**config.mk**
```make
export PLATFORM = sky130hd
export DESIGN_NAME = seq_chunk_adder
export DESIGN_NICKNAME = d
export VERILOG_FILES = /design/src/rtl/seq_chunk_adder.sv
export SDC_FILE = /design/constraint.sdc
export NUM_CORES = 1
export LEC_CHECK = 0
export CAP_MARGIN = 40
export CORE_MARGIN = 3
export CORE_UTILIZATION = 46
export DETAILED_ROUTE_END_ITERATION = 12
export PLACE_DENSITY = 0.76
export SYNTH_ARGS = -nofsm -noshare
export SYNTH_HDL_FRONTEND = slang
export SYNTH_SLANG_ARGS = --single-unit
export TNS_END_PERCENT = 1
```
**constraint.sdc**
```tcl
create_clock -name clk -period 2.9 [get_ports clk]
set_input_delay 0.435 -clock clk [delete_from_list [all_inputs] [get_ports clk]]
set_output_delay 0.435 -clock clk [all_outputs]
set_load 0.03 [all_outputs]
```
**src/rtl/seq_chunk_adder.sv**
```systemverilog
// Sequential chunked adder/subtractor: adds SIZE-bit operands CHUNK bits per clock,
// LSB chunk first, taking SIZE/CHUNK RUN cycles per operation.
// Optional feature: define OVERFLOW_FLAG_EN to build the signed-overflow flag;
// without it, overflow is tied to 0.
module seq_chunk_adder #(
    parameter int unsigned SIZE  = 32,
    parameter int unsigned CHUNK = 8
) (
    input  logic            clk,
    input  logic            rst,
    input  logic            start,
    input  logic [SIZE-1:0] a,
    input  logic [SIZE-1:0] b,
    input  logic            carry_In,
    input  logic            sub,
    output logic            busy,
    output logic            done,
    output logic [SIZE-1:0] sum,
    output logic            carry_Out,
    output logic            overflow
);

    localparam int unsigned N    = SIZE / CHUNK;
    localparam int unsigned IdxW = (N > 1) ? $clog2(N) : 1;
    localparam logic [IdxW-1:0] LastIdx = IdxW'(N - 1);

    if ((CHUNK == 0) || ((SIZE % CHUNK) != 0)) begin : g_bad_params
        $error("seq_chunk_adder: SIZE must be a non-zero multiple of CHUNK");
    end

    typedef enum logic [1:0] {StIdle, StRun, StDone} state_e;

    state_e            state_q, state_d;
    logic [SIZE-1:0]   a_q, a_d;
    logic [SIZE-1:0]   b_q, b_d;     // already inverted for subtract
    logic              cin_q, cin_d; // effective carry into chunk 0
    logic              carry_q, carry_d;
    logic [IdxW-1:0]   idx_q, idx_d;
    logic [SIZE-1:0]   sum_q, sum_d;
    logic              cout_q, cout_d;

    logic [CHUNK-1:0]  a_chk, b_chk, s_chk;
    logic              c_in_chk, c_out_chk;

`ifdef OVERFLOW_FLAG_EN
    logic              ovf_q, ovf_d;
    logic              c_into_msb;
`endif

    // Chunk datapath: one CHUNK-wide add of the currently indexed slice
    always_comb begin
        a_chk    = a_q[idx_q*CHUNK +: CHUNK];
        b_chk    = b_q[idx_q*CHUNK +: CHUNK];
        // Chunk 0 takes the captured carry-in; later chunks chain the carry register
        c_in_chk = (idx_q == '0) ? cin_q : carry_q;
        {c_out_chk, s_chk} = {1'b0, a_chk} + {1'b0, b_chk} + {{CHUNK{1'b0}}, c_in_chk};
    end

`ifdef OVERFLOW_FLAG_EN
    // Carry into the MSB recovered from the MSB sum bit: s = a ^ b ^ cin
    always_comb begin
        c_into_msb = a_chk[CHUNK-1] ^ b_chk[CHUNK-1] ^ s_chk[CHUNK-1];
    end
`endif

    // Next-state logic for the control FSM and datapath registers
    always_comb begin
        state_d = state_q;
        a_d     = a_q;
        b_d     = b_q;
        cin_d   = cin_q;
        carry_d = carry_q;
        idx_d   = idx_q;
        sum_d   = sum_q;
        cout_d  = cout_q;
`ifdef OVERFLOW_FLAG_EN
        ovf_d   = ovf_q;
`endif
        unique case (state_q)
            StIdle, StDone: begin
                if (start) begin
                    a_d     = a;
                    b_d     = sub ? ~b : b;
                    cin_d   = sub ? 1'b1 : carry_In;
                    carry_d = 1'b0;
                    idx_d   = '0;
                    state_d = StRun;
                end else begin
                    state_d = StIdle;
                end
            end
            StRun: begin
                sum_d[idx_q*CHUNK +: CHUNK] = s_chk;
                carry_d = c_out_chk;
                if (idx_q == LastIdx) begin
                    idx_d   = '0;
                    cout_d  = c_out_chk;
`ifdef OVERFLOW_FLAG_EN
                    ovf_d   = c_into_msb ^ c_out_chk;
`endif
                    state_d = StDone;
                end else begin
                    idx_d = idx_q + IdxW'(1);
                end
            end
            default: state_d = StIdle;
        endcase
    end

    // State and datapath registers with asynchronous reset
    always_ff @(posedge clk or posedge rst) begin
        if (rst) begin
            state_q <= StIdle;
            a_q     <= '0;
            b_q     <= '0;
            cin_q   <= 1'b0;
            carry_q <= 1'b0;
            idx_q   <= '0;
            sum_q   <= '0;
            cout_q  <= 1'b0;
        end else begin
            state_q <= state_d;
            a_q     <= a_d;
            b_q     <= b_d;
            cin_q   <= cin_d;
            carry_q <= carry_d;
            idx_q   <= idx_d;
            sum_q   <= sum_d;
            cout_q  <= cout_d;
        end
    end

`ifdef OVERFLOW_FLAG_EN
    // Overflow flag register, loaded on the final RUN edge
    always_ff @(posedge clk or posedge rst) begin
        if (rst) begin
            ovf_q <= 1'b0;
        end else begin
            ovf_q <= ovf_d;
        end
    end

    assign overflow = ovf_q;
`else
    assign overflow = 1'b0;
`endif

    // Outputs decoded directly from the registered state
    always_comb begin
        busy      = (state_q == StRun);
        done      = (state_q == StDone);
        sum       = sum_q;
        carry_Out = cout_q;
    end

endmodule

```
# After elaboration in Yosys (flattened, before gate mapping)
# Index checks and enable logic that the tools add are counted.
# Widths: inputs -> output; s select.
# classes
add_sub_neg,4
mul,0
n_div,0
n_lt_le_gt_ge,0
n_eq_ne,5
shifts,4
n_mux,12
n_bitwise,1
n_reduce_logical,7
# ops
cell,count
$shiftx 32x6->8,2
$neg 5->34,1
$shift 8x34->32 const A,1
$shiftx 8x34->32,1
$bwmux 32,1
$mux 32,1
$not 32->32,1
$add 8x8->9,1
$add 9x1->9,1
$pmux 2 s2,2
$mux 2,3
$reduce_and 2->1,3
$eq 2x2->1 const B,2
$logic_not 2->1,2
$mux 1,4
$add 2x1->2 const B,1
$eq 2x1->1 const B,1
$ne 2x1->1 const B,1
$ne 2x2->1 const B,1
$pmux 1 s2,1
$reduce_bool 2->1,1
$reduce_or 2->1,1
# totals
register_bits,103
latchBits,0
mem_bits_rw,0
mem_bits_ro,0
in_bits,69
out_inout_bits,36
word_cells,41
memories,0

# Depth between registers and ports, before layout
# Gate-level depths: netlist of the first run.
# depth
depth_word,5
depth_mapped,12
depth_no_buf,10

# Worst setup path before layout of the first run
# No wires, ideal clock.
# synth_timing
path_type,flip-flop to flip-flop
start,register idx_q[1]
end,"register sum_q[6], in the netlist sum[6]"
setup_time_ps,121
t_arrival_ps,2753
slack_ps,26
path_stages_with_launch,13
period_less_slack_ps,2874
cell_sequence,dfrtp_1 -> buf_2 -> buf_2 -> inv_1 -> ha_1 -> mux2i_1 -> fa_1 -> inv_1 -> fa_1 -> a21o_1 -> a41o_2 -> xor2_2 -> a22o_1
# synth_between
elab_chain_len,5
# synth_rtl
item,line,text
"start, declared",38,"logic [IdxW-1:0] idx_q, idx_d;"
"start signal, assigned",127,idx_q <= idx_d;
$shiftx 32x6->8 (tied with other cells),52,a_chk = a_q[idx_q*CHUNK +: CHUNK];
$add 8x8->9 / $mux 1 (equally long branches),"56, 55",
$add 9x1->9,56,"{c_out_chk, s_chk} = {1'b0, a_chk} + {1'b0, b_chk} + {{CHUNK{1'b0}}, c_in_chk};"
$shiftx 8x34->32,93,sum_d[idx_q*CHUNK +: CHUNK] = s_chk;
$bwmux 32 *,93,
"end signal, assigned",128,sum_q <= sum_d;
"end, declared",39,"logic [SIZE-1:0] sum_q, sum_d;"
# Mark *: on every way between the ends. The rest lies on a longest branch, timed or not.
# A chain may end at the register's enable or synchronous reset.

# Worst setup path after layout of the first run
# layout_timing
start,register idx_q[0]
end,"register sum_q[14], in the netlist sum[14]"
# The elaborated chain is that of the path after synthesis.

==> run metrics, run 1 <==
# setup viols final=0; gr usage total=0.1891; Post-synth top cells=nand2_1, dfrtp_1, o21ai_0, xnor2_1, a22o_1; total core area=around 10000 µm²; Routed WL=about 11 mm; Worst slew margin=0.4458; largest net degree at the start of global routing=~100; Layout Cell Area excl Fill=6315 µm²; combinational fraction of design power=0.581; top post-synthesis cells by area=dfrtp_1, nand2_1, mux4_2; CP endpoint kind=flop; total grt overflow=0; Max H-tree Level=3; syn_nets=551; placed instance area=between 6000 and 7000 µm²; row count=37; top-count cell post-synth=nand2_1; Pre-antenna DRT Iters=4; clock tree from TritonCTS=done; GP Congestion=0.8576; clk buf depth=2; met2 WL post-DR=approximately 5.4 mm; CP Buf/Inv Count=2; Synth cell types=48; WL/cell=14.94 µm; post-synth top area share=0.5232; Mean Syn Cell Area=10.55 µm²; Hold Fails Final Rpt=0; post-DP HPWL=8.303 mm; Die Y=~110 µm; Tmin final=2.725 ns; Pleak=between 2 and 3 nW; Area growth, synth to finish=28.19%; vias post-DR=between 3k and 4k; status=complete, no violations; post-synthesis sequential area ratio=0.5232; Final nets=roughly 660; Power Dens Cells=about 1200 nW/µm²; part of the cycle the worst path needs=0.9396; first-pass GRT wire length=17.70 mm; setup TNS=0 ns; crit path cell chain=mux4_2, inv_1, fa_1, inv_1, fa_1, a21o_1, a41o_2, xor2_2, a22o_1; Post-synth EDFFs=0; final core occ=0.6090; Max Used Layer=met4; hold_buf cts=0; TritonCTS Buffers=9; # diodes=0; P_sw=between 3 and 4 mW; max-cap check violation count=0; Clock Latency Late Sink=0.35 ns; Clock Pin Slew Worst Setup and Hold Paths=roughly 0.09 ns; Fill cells=roughly 900; Final Max Slew Viols=0; CP required=between 3 and 4 ns; worst min path class=reg2reg; CP Class=reg2reg; DRT met1 WL=roughly 4.5 mm; RSZ-0062 raised after global routing=false; CP delay by family, top=compound AO/OA/AOI/OAI gates; Power, Total=7.596 mW; CP max stage cell=mux4_2; ys async rst share=1.000; P_int=between 4 and 5 mW; Synth Cell Area=just under 5000 µm²; Synth area leader=dfrtp_1; Fmax=between 300 and 400 MHz; Main synth FF type=dfrtp_1; Top Ports=about 110; WHS=slightly below 0.5 ns; die width=roughly 110 µm; share of power burned in registers=0.320; Cells after Synth=467; Yosys warnings=0; share of cells above drive strength 1=0.1078; Residual DRC=0; DIE AREA=about 12000 µm²; CP max FO=8; drt via density=between 5 and 6; Initial Utilization=0.4750; antenna violations before repair=0; slew at the pin closest to its max-slew limit=0.8313 ns; TritonCTS Sinks=between 100 and 150; Root Driver=clkbuf_8; Max VDD drop=0.0005239 V; CP startpoint kind=flop; flip-flop and latch count after synthesis=approximately 100; clock skew=slightly below 0.009 ns; met3 wire length=~500 µm; vias in the first global route=about 3.7k; post-route ant nets=0; # port buffers=103; Iter 0 DRT Violations=152; clock share of power=0.099; Worst Path Arrival=2.97 ns; switching portion of total power=0.4347; max incr delay on CP=0.52 ns
==> flip-flops by register name, summed over array words and instances, names as in the netlist <==
signal and cells:
state_q 2, carry_Out 1, carry_q 1, a_q 32, idx_q 2, b_q 32
cin_q 1, sum 32
==> path summary, 6_finish.rpt <==
| check | start | end | slack (ns) | cells past startpoint |
|---|---|---|---|---|
| max | idx_q[0] | sum[14] | 0.18 | 9 |
| min | b_q[28] | b_q[28] | 0.48 | 2 |
| max reg2reg | idx_q[0] | sum[14] | 0.18 | 9 |
| min reg2reg | b_q[28] | b_q[28] | 0.48 | 2 |
| max in group asynchronous | rst | b_q[5] | 1.92 | 3 |
| min in group asynchronous | rst | sum[25] | 0.59 | 3 |
==> what timing repair did <==
| action | CTS | global route |
|---|---|---|
| endpoints found under the hold margin | 0 | 0 |
| buffers inserted | 0 | 1 |
| setup endpoints to repair | 0 | 18 |
| resized for setup | 0 | 2 |
==> cells in the final DEF, fill, tap and decap left out, drive strengths merged, types with 2 or more instances in the layout <==
| master | Yosys | final |
|---|---|---|
| mux4 | 16 | 16 |
| clkinv | 1 | 3 |
| nand2 | 153 | 153 |
| dfrtp | 103 | 103 |
| buf | 13 | 16 |
| clkbuf | 11 | 10 |
| xnor2 | 36 | 36 |
| nand2b | 2 | 2 |
| a22o | 17 | 17 |
| nor2b | 3 | 3 |
| fa | 2 | 2 |
| clkinvlp | 0 | 3 |
| a21o | 2 | 2 |
| nor2 | 8 | 8 |
| a21oi | 4 | 4 |
| o31ai | 2 | 2 |
| o21a | 2 | 2 |
| ha | 13 | 13 |
| clkdlybuf4s50 | 0 | 102 |
| o21ai | 50 | 50 |
| inv | 7 | 6 |
| mux2i | 2 | 2 |
==> cell families (layout without fill, tap and decap cells) <==
kind of cell    count (synthesis)  in the layout  synth area share
buf+inv                        32            140           0.02921
compound gates                 85             85            0.1146
xor+xnor                       37             37           0.06884
fa+ha+maj                      15             15           0.04115
mux                            18             18           0.07722
other cells                     1              1         0.0007613
flops                         103            103            0.5232
simple gates                  176            176            0.1450
==> power by group through the flow <==
| stage | registers, mW | clock network (mW) | logic [mW] |
|---|---|---|---|
| 3_5_place_dp | 2.47 | 0 | 4.40 |
| 4_1_cts | 2.44 | 0.770 | 4.42 |
| 6_report | 2.43 | 0.752 | 4.41 |
| 5_1_grt | 2.50 | 0.835 | 4.87 |
| 2_1_floorplan | 2.59 | 0 | 2.78 |
| 3_3_place_gp | 2.44 | 0 | 4.32 |
==> per-stage QoR <==
step | std cells | setup WS [ns]
after floorplan | 467 | 0.02582
after global placement | 696 | 0.1223
after detailed placement | 696 | 0.05365
after CTS | 710 | 0.03790
after global routing | 711 | 0.009239
final | 711 | 0.1751
==> worst min-delay path, delay by kind of cell, from the launching register on <==
| family | cells | cell delay [ns] |
|---|---|---|
| flops | 1 | 0.35 |
| compound gates | 1 | 0.06 |
| simple gates | 1 | 0.05 |
==> metal layers <==
metal,up-vias,track usage
li1,1779,-
met1,1722,0.2495
met2,100,0.3204
met3,18,0.02701
met4,0,0.06679
met5,-,0
==> area by class of cell <==
cell class / count / area [µm²] / area share
Tap cell: 136 / 170.2 / 0.02695
Clock inverter: 4 / 25.02 / 0.003963
Inverter: 8 / 33.78 / 0.005350
Multi-Input combinational cell: 332 / 2216 / 0.3509
Clock buffer: 10 / 127.6 / 0.02021
Sequential cell: 103 / 2579 / 0.4084
Timing Repair Buffer: 118 / 1164 / 0.1843
(Power assumes the default switching activity.)
==> inputs of run 2 (changes only) <==
--- a/config.mk
+++ b/config.mk
@@ -6,6 +6,7 @@
 export NUM_CORES = 1
 export LEC_CHECK = 0
 export CAP_MARGIN = 40
+export CORE_ASPECT_RATIO = 1.4
 export CORE_MARGIN = 3
 export CORE_UTILIZATION = 46
 export DETAILED_ROUTE_END_ITERATION = 12
==> run metrics, run 2 (same netlist as run 1, synthesis figures left out) <==
clock skew=0.005246 ns (-0.003563 ns); gr usage total=0.1930 (+0.003842); dpl ws=0.1372 ns (+0.08357 ns); Fill cells=846 (-5.7%); most frequent cells in the layout=nand2_1, dfrtp_1, clkdlybuf4s50_1, o21ai_0, xnor2_1; WHS Path Cells=2 (unchanged); TritonCTS Buffers=9 (unchanged); Layout Cell Area excl Fill=6477 µm² (+2.6%); # port buffers=103 (unchanged); clk buf depth=2 (unchanged); Tmin final=2.695 ns (-0.03036 ns); WL/cell=15.05 µm (+0.72%); Fmax=371.1 MHz (+1.1%); Initial Utilization=0.4734 (-0.001599); Hold Fails Final Rpt=0 (unchanged); Worst slew margin=0.4549 (+0.009141); # setup viols final=0 (unchanged); row count=44 (+19%); share of cells above drive strength 1=0.1109 (+0.003092); Root Driver=clkbuf_16; Final Max Slew Viols=0 (unchanged); Clock Pin Slew Worst Setup and Hold Paths=0.07 ns (-0.02 ns); DIE AREA=12000 µm² (+0.15%); worst-case hold path end point=a_q[28]; total core area=10410 µm² (+0.34%); part of the cycle the worst path needs=0.9292 (-0.01047); Top Ports=105 (unchanged); setup TNS=0 ns (unchanged); final setup margin=0.2054 ns (+0.03036 ns); Worst R2R Start=idx_q[0]; Max VDD drop=0.0007159 V (+37%); Max H-tree Level=3 (unchanged); placed instance area=6145 µm² (about the same); # diodes=0 (unchanged); final core occ=0.6225 (+0.01358); die width=93.46 µm (-15%); worst r2r dst=sum[30]; Final nets=656 (unchanged); hold_buf cts=0 (unchanged); Placed Cells=699 (+0.43%); RSZ-0062 raised after global routing=false; slew at the pin closest to its max-slew limit=0.8176 ns (-0.01371 ns); CP max stage cell=mux4_2; Die Y=128.4 µm (+17%); most common cell after layout, fill and taps aside=nand2_1; first-pass GRT wire length=17.92 mm (+1.2%); CP endpoint kind=flop; Iter 0 DRT Violations=213 (+40%); max-cap check violation count=0 (unchanged); status=complete, no violations; clock tree from TritonCTS=done; non-filler instance count after layout=715 (+0.56%); Residual DRC=0 (unchanged); r2r worst-path depth=9 (unchanged); worst min path class=reg2reg; CP Class=reg2reg; post-DP HPWL=8.317 mm (+0.18%); total grt overflow=0 (unchanged); worst hold start=a_q[28]; Worst Path Arrival=2.92 ns (-0.05 ns); Pre-antenna DRT Iters=4 (unchanged); GP Congestion=0.8609 (+0.38%); CP startpoint kind=flop; vias in the first global route=3828 (+3.6%); drt via density=5.106 (+0.32%); post-route ant nets=0 (unchanged); Power Dens Cells=1244 nW/µm² (+3.4%); Clock Latency Late Sink=0.34 ns (about the same); TritonCTS Sinks=103 (unchanged); max incr delay on CP=0.51 ns (about the same); CP required=3.13 ns (about the same); antenna violations before repair=0 (unchanged); WHS=0.4772 ns (-0.003597 ns); Pleak=2.921 nW (+3.0%); flop-to-flop setup slack=0.21 ns (+0.03 ns); vias post-DR=3651 (+0.88%); Power, Total=8.056 mW (+6.1%); Post-CTS Setup Bufs=0 (unchanged); CP max FO=6 (-2); crit path cell chain=mux4_2, inv_1, fa_1, inv_1, fa_1, a21o_1, a41o_2, xor2_2, a22o_1; largest net degree at the start of global routing=104 (unchanged); Routed WL=10.76 mm (+1.3%); Area growth, synth to finish=31.50%
[run 2: timing repair]
| item | in CTS | in global routing |
|---|---|---|
| gates resized for setup | 0 | 1 |
| setup endpoints to repair | 0 | 9 |
| hold endpoints to repair | 0 | 0 |
[run 2: area by class of cell]
type | count | area [µm²] | share of cell area
flip-flops and latches | 103 | 2579 | 0.3981
multi-input cells | 332 | 2210 | 0.3411
clock inverters | 5 | 78.83 | 0.01217
clock buffers | 11 | 252.7 | 0.03902
repair buffers | 118 | 1151 | 0.1777
well taps | 138 | 172.7 | 0.02666
inverters | 8 | 33.78 | 0.005215
[run 2: power breakdown]
part | internal, mW | switching, mW | leakage [nW] | total, mW
Combinational | 1.86 | 2.47 | 1.44 | 4.33
Clock | 0.803 | 0.510 | 0.166 | 1.31
Sequential | 2.05 | 0.367 | 1.32 | 2.41
Total | 4.71 | 3.35 | 2.92 | 8.06
[run 2: how the worst max path moves through the flow]
stage	from	slack, ns	to
6_report	idx_q[0]	0.21	sum[30]
5_1_grt	idx_q[0]	0.003	carry_q
4_1_cts	idx_q[0]	0.11	sum[30]
3_5_place_dp	idx_q[0]	0.14	sum[30]
3_3_place_gp	idx_q[0]	0.19	sum[30]
2_1_floorplan	idx_q[1]	0.03	sum[6]
[run 2: metal layers]
| layer | vias up | GRT usage | wire length [µm] |
|---|---|---|---|
| met5 | - | 0 | 0 |
| met4 | 0 | 0.07075 | 199 |
| met3 | 13 | 0.03158 | 376 |
| met2 | 92 | 0.3580 | 5978 |
| met1 | 1770 | 0.2211 | 4207 |
| li1 | 1776 | - | - |
[run 2: critical path: cells and delay by family, from the launching register on]
| family | cells | cell delay [ns] |
|---|---|---|
| AO/OA/AOI/OAI | 3 | 0.71 |
| flip-flops | 1 | 0.44 |
| adder cells (fa/ha/maj) | 2 | 0.59 |
| XOR/XNOR | 1 | 0.17 |
| multiplexers | 1 | 0.51 |
| buffers and inverters | 2 | 0.16 |
==> inputs of run 3 (changes only) <==
--- a/config.mk
+++ b/config.mk
@@ -7,7 +7,6 @@
 export LEC_CHECK = 0
 export CAP_MARGIN = 40
 export CORE_ASPECT_RATIO = 1.4
-export CORE_MARGIN = 3
 export CORE_UTILIZATION = 46
 export DETAILED_ROUTE_END_ITERATION = 12
 export PLACE_DENSITY = 0.76
==> run metrics, run 3 (same netlist as run 1, synthesis figures left out) <==
Hold Fails Final Rpt=0 (unchanged); Max H-tree Level=3 (unchanged); TritonCTS Sinks=103 (unchanged); CP Class=reg2reg; share of cells above drive strength 1=0.1078 (-0.003092); drt via density=5.140 (+0.67%); clock tree from TritonCTS=done; Worst Path Arrival=2.93 ns (about the same); Max VDD drop=0.0007474 V (+4.4%); most common cell after layout, fill and taps aside=nand2_1; Post-CTS Setup Bufs=0 (unchanged); Top Ports=105 (unchanged); GP Congestion=0.8831 (+2.6%); Clock Latency Late Sink=0.35 ns (about the same); flop-to-flop setup slack=0.21 ns (about the same); Layout Cell Area excl Fill=6424 µm² (-0.83%); Pleak=2.886 nW (-1.2%); row count=44 (unchanged); clk buf depth=2 (unchanged); worst min path class=reg2reg; die width=89.46 µm (-4.3%); Clock Pin Slew Worst Setup and Hold Paths=0.06 ns (about the same); total core area=10410 µm² (unchanged); clock skew=0.007587 ns (+0.002341 ns); Area growth, synth to finish=30.40%; status=complete, no violations; Pre-antenna DRT Iters=4 (unchanged); TritonCTS Buffers=9 (unchanged); Tmin final=2.692 ns (-0.002321 ns); Initial Utilization=0.4734 (unchanged); CP max stage cell=mux4_2; post-DP HPWL=8.190 mm (-1.5%); Routed WL=10.70 mm (-0.61%); CP max FO=6 (unchanged); vias post-DR=3665 (+0.38%); CP required=3.14 ns (about the same); max incr delay on CP=0.52 ns (about the same); placed instance area=6150 µm² (about the same); largest net degree at the start of global routing=104 (unchanged); Die Y=124.4 µm (-3.1%); post-route ant nets=0 (unchanged); gr usage total=0.2164 (+0.02344); part of the cycle the worst path needs=0.9284 (about the same); Iter 0 DRT Violations=175 (-18%); CP startpoint kind=flop; first-pass GRT wire length=17.95 mm (+0.19%); Fmax=371.4 MHz (about the same); Root Driver=clkbuf_16; Worst slew margin=0.4388 (-0.01612); DIE AREA=11130 µm² (-7.3%); Residual DRC=0 (unchanged); max-cap check violation count=0 (unchanged); slew at the pin closest to its max-slew limit=0.8418 ns (+0.02418 ns); Power, Total=7.846 mW (-2.6%); antenna violations before repair=0 (unchanged); total grt overflow=0 (unchanged); Power Dens Cells=1221 nW/µm² (-1.8%); Final Max Slew Viols=0 (unchanged); RSZ-0062 raised after global routing=false; # diodes=0 (unchanged); final core occ=0.6174 (-0.005171); WL/cell=15.00 µm (-0.33%); # setup viols final=0 (unchanged); Final nets=655 (-0.15%); CP endpoint kind=flop; # port buffers=103 (unchanged); setup TNS=0 ns (unchanged); most frequent cells in the layout=nand2_1, dfrtp_1, clkdlybuf4s50_1, o21ai_0, xnor2_1; crit path cell chain=mux4_2, inv_1, fa_1, inv_1, fa_1, a21o_1, a41o_2, xor2_2, a22o_1; vias in the first global route=3851 (+0.60%)
==> run 3: changes by cell type in the layout (fill, tap and decap cells not counted), sizes merged <==
cell	change
buf	-1
bufinv	-2
clkbuf	-1
clkinv	+3
inv	-1
==> run 3: where the power goes <==
part	internal (mW)	switching (mW)
sequential	2.05	0.358
clock	0.578	0.513
combinational	1.88	2.47
==> run 3: stage by stage <==
step | hold slack, ns | setup WS [ns] | std cells
6_report | 0.4759 | 0.2078 | 713
5_1_grt | 0.4991 | 0.02898 | 713
4_1_cts | 0.4785 | 0.06428 | 713
3_5_place_dp | 0.4618 | 0.09101 | 698
3_3_place_gp | 0.4560 | 0.1695 | 698
2_1_floorplan | 0.4403 | 0.02582 | 467
==> run 3: path summary, 6_finish.rpt <==
path / start / endpoint / cells after the start
hold reg to reg: b_q[5] / b_q[5] / 2
setup / recovery: idx_q[0] / sum[30] / 9
setup reg to reg: idx_q[0] / sum[30] / 9
hold / removal: b_q[5] / b_q[5] / 2
min in group asynchronous: rst / a_q[11] / 3
max in group asynchronous: rst / idx_q[0] / 3
==> run 3: area by class of cell <==
class                      count  area (µm²)
inverter                       8       33.78
clock buffer                  10       229.0
fill                         878        3981
multi-input combinational    332        2213
tap                          138       172.7
sequential                   103        2579
timing repair buffer         117        1160
clock inverter                 5       36.28
==> run 3: worst max-delay path: cells and delay by family (launching register included) <==
family	cells	cell delay [ns]
fa+ha+maj	2	0.58
mux	1	0.52
xor+xnor	1	0.17
flops	1	0.45
compound gates	3	0.68
buf+inv	2	0.17
==> run 3: layer usage <==
metal | wire, µm | vias to the layer above | GRT usage
met1 | 4227 | 1765 | 0.2524
met4 | 477 | 0 | 0.1289
met5 | 0 | - | 0
li1 | - | 1777 | -
met2 | 5720 | 92 | 0.3637
met3 | 269 | 31 | 0.03645
==> run 3: repair_timing <==
| item | in CTS | in global routing |
|---|---|---|
| gates resized for setup | 0 | 3 |
| hold endpoints to repair | 0 | 0 |
| hold buffers | 0 | 0 |
| endpoints found under the setup margin | 0 | 10 |
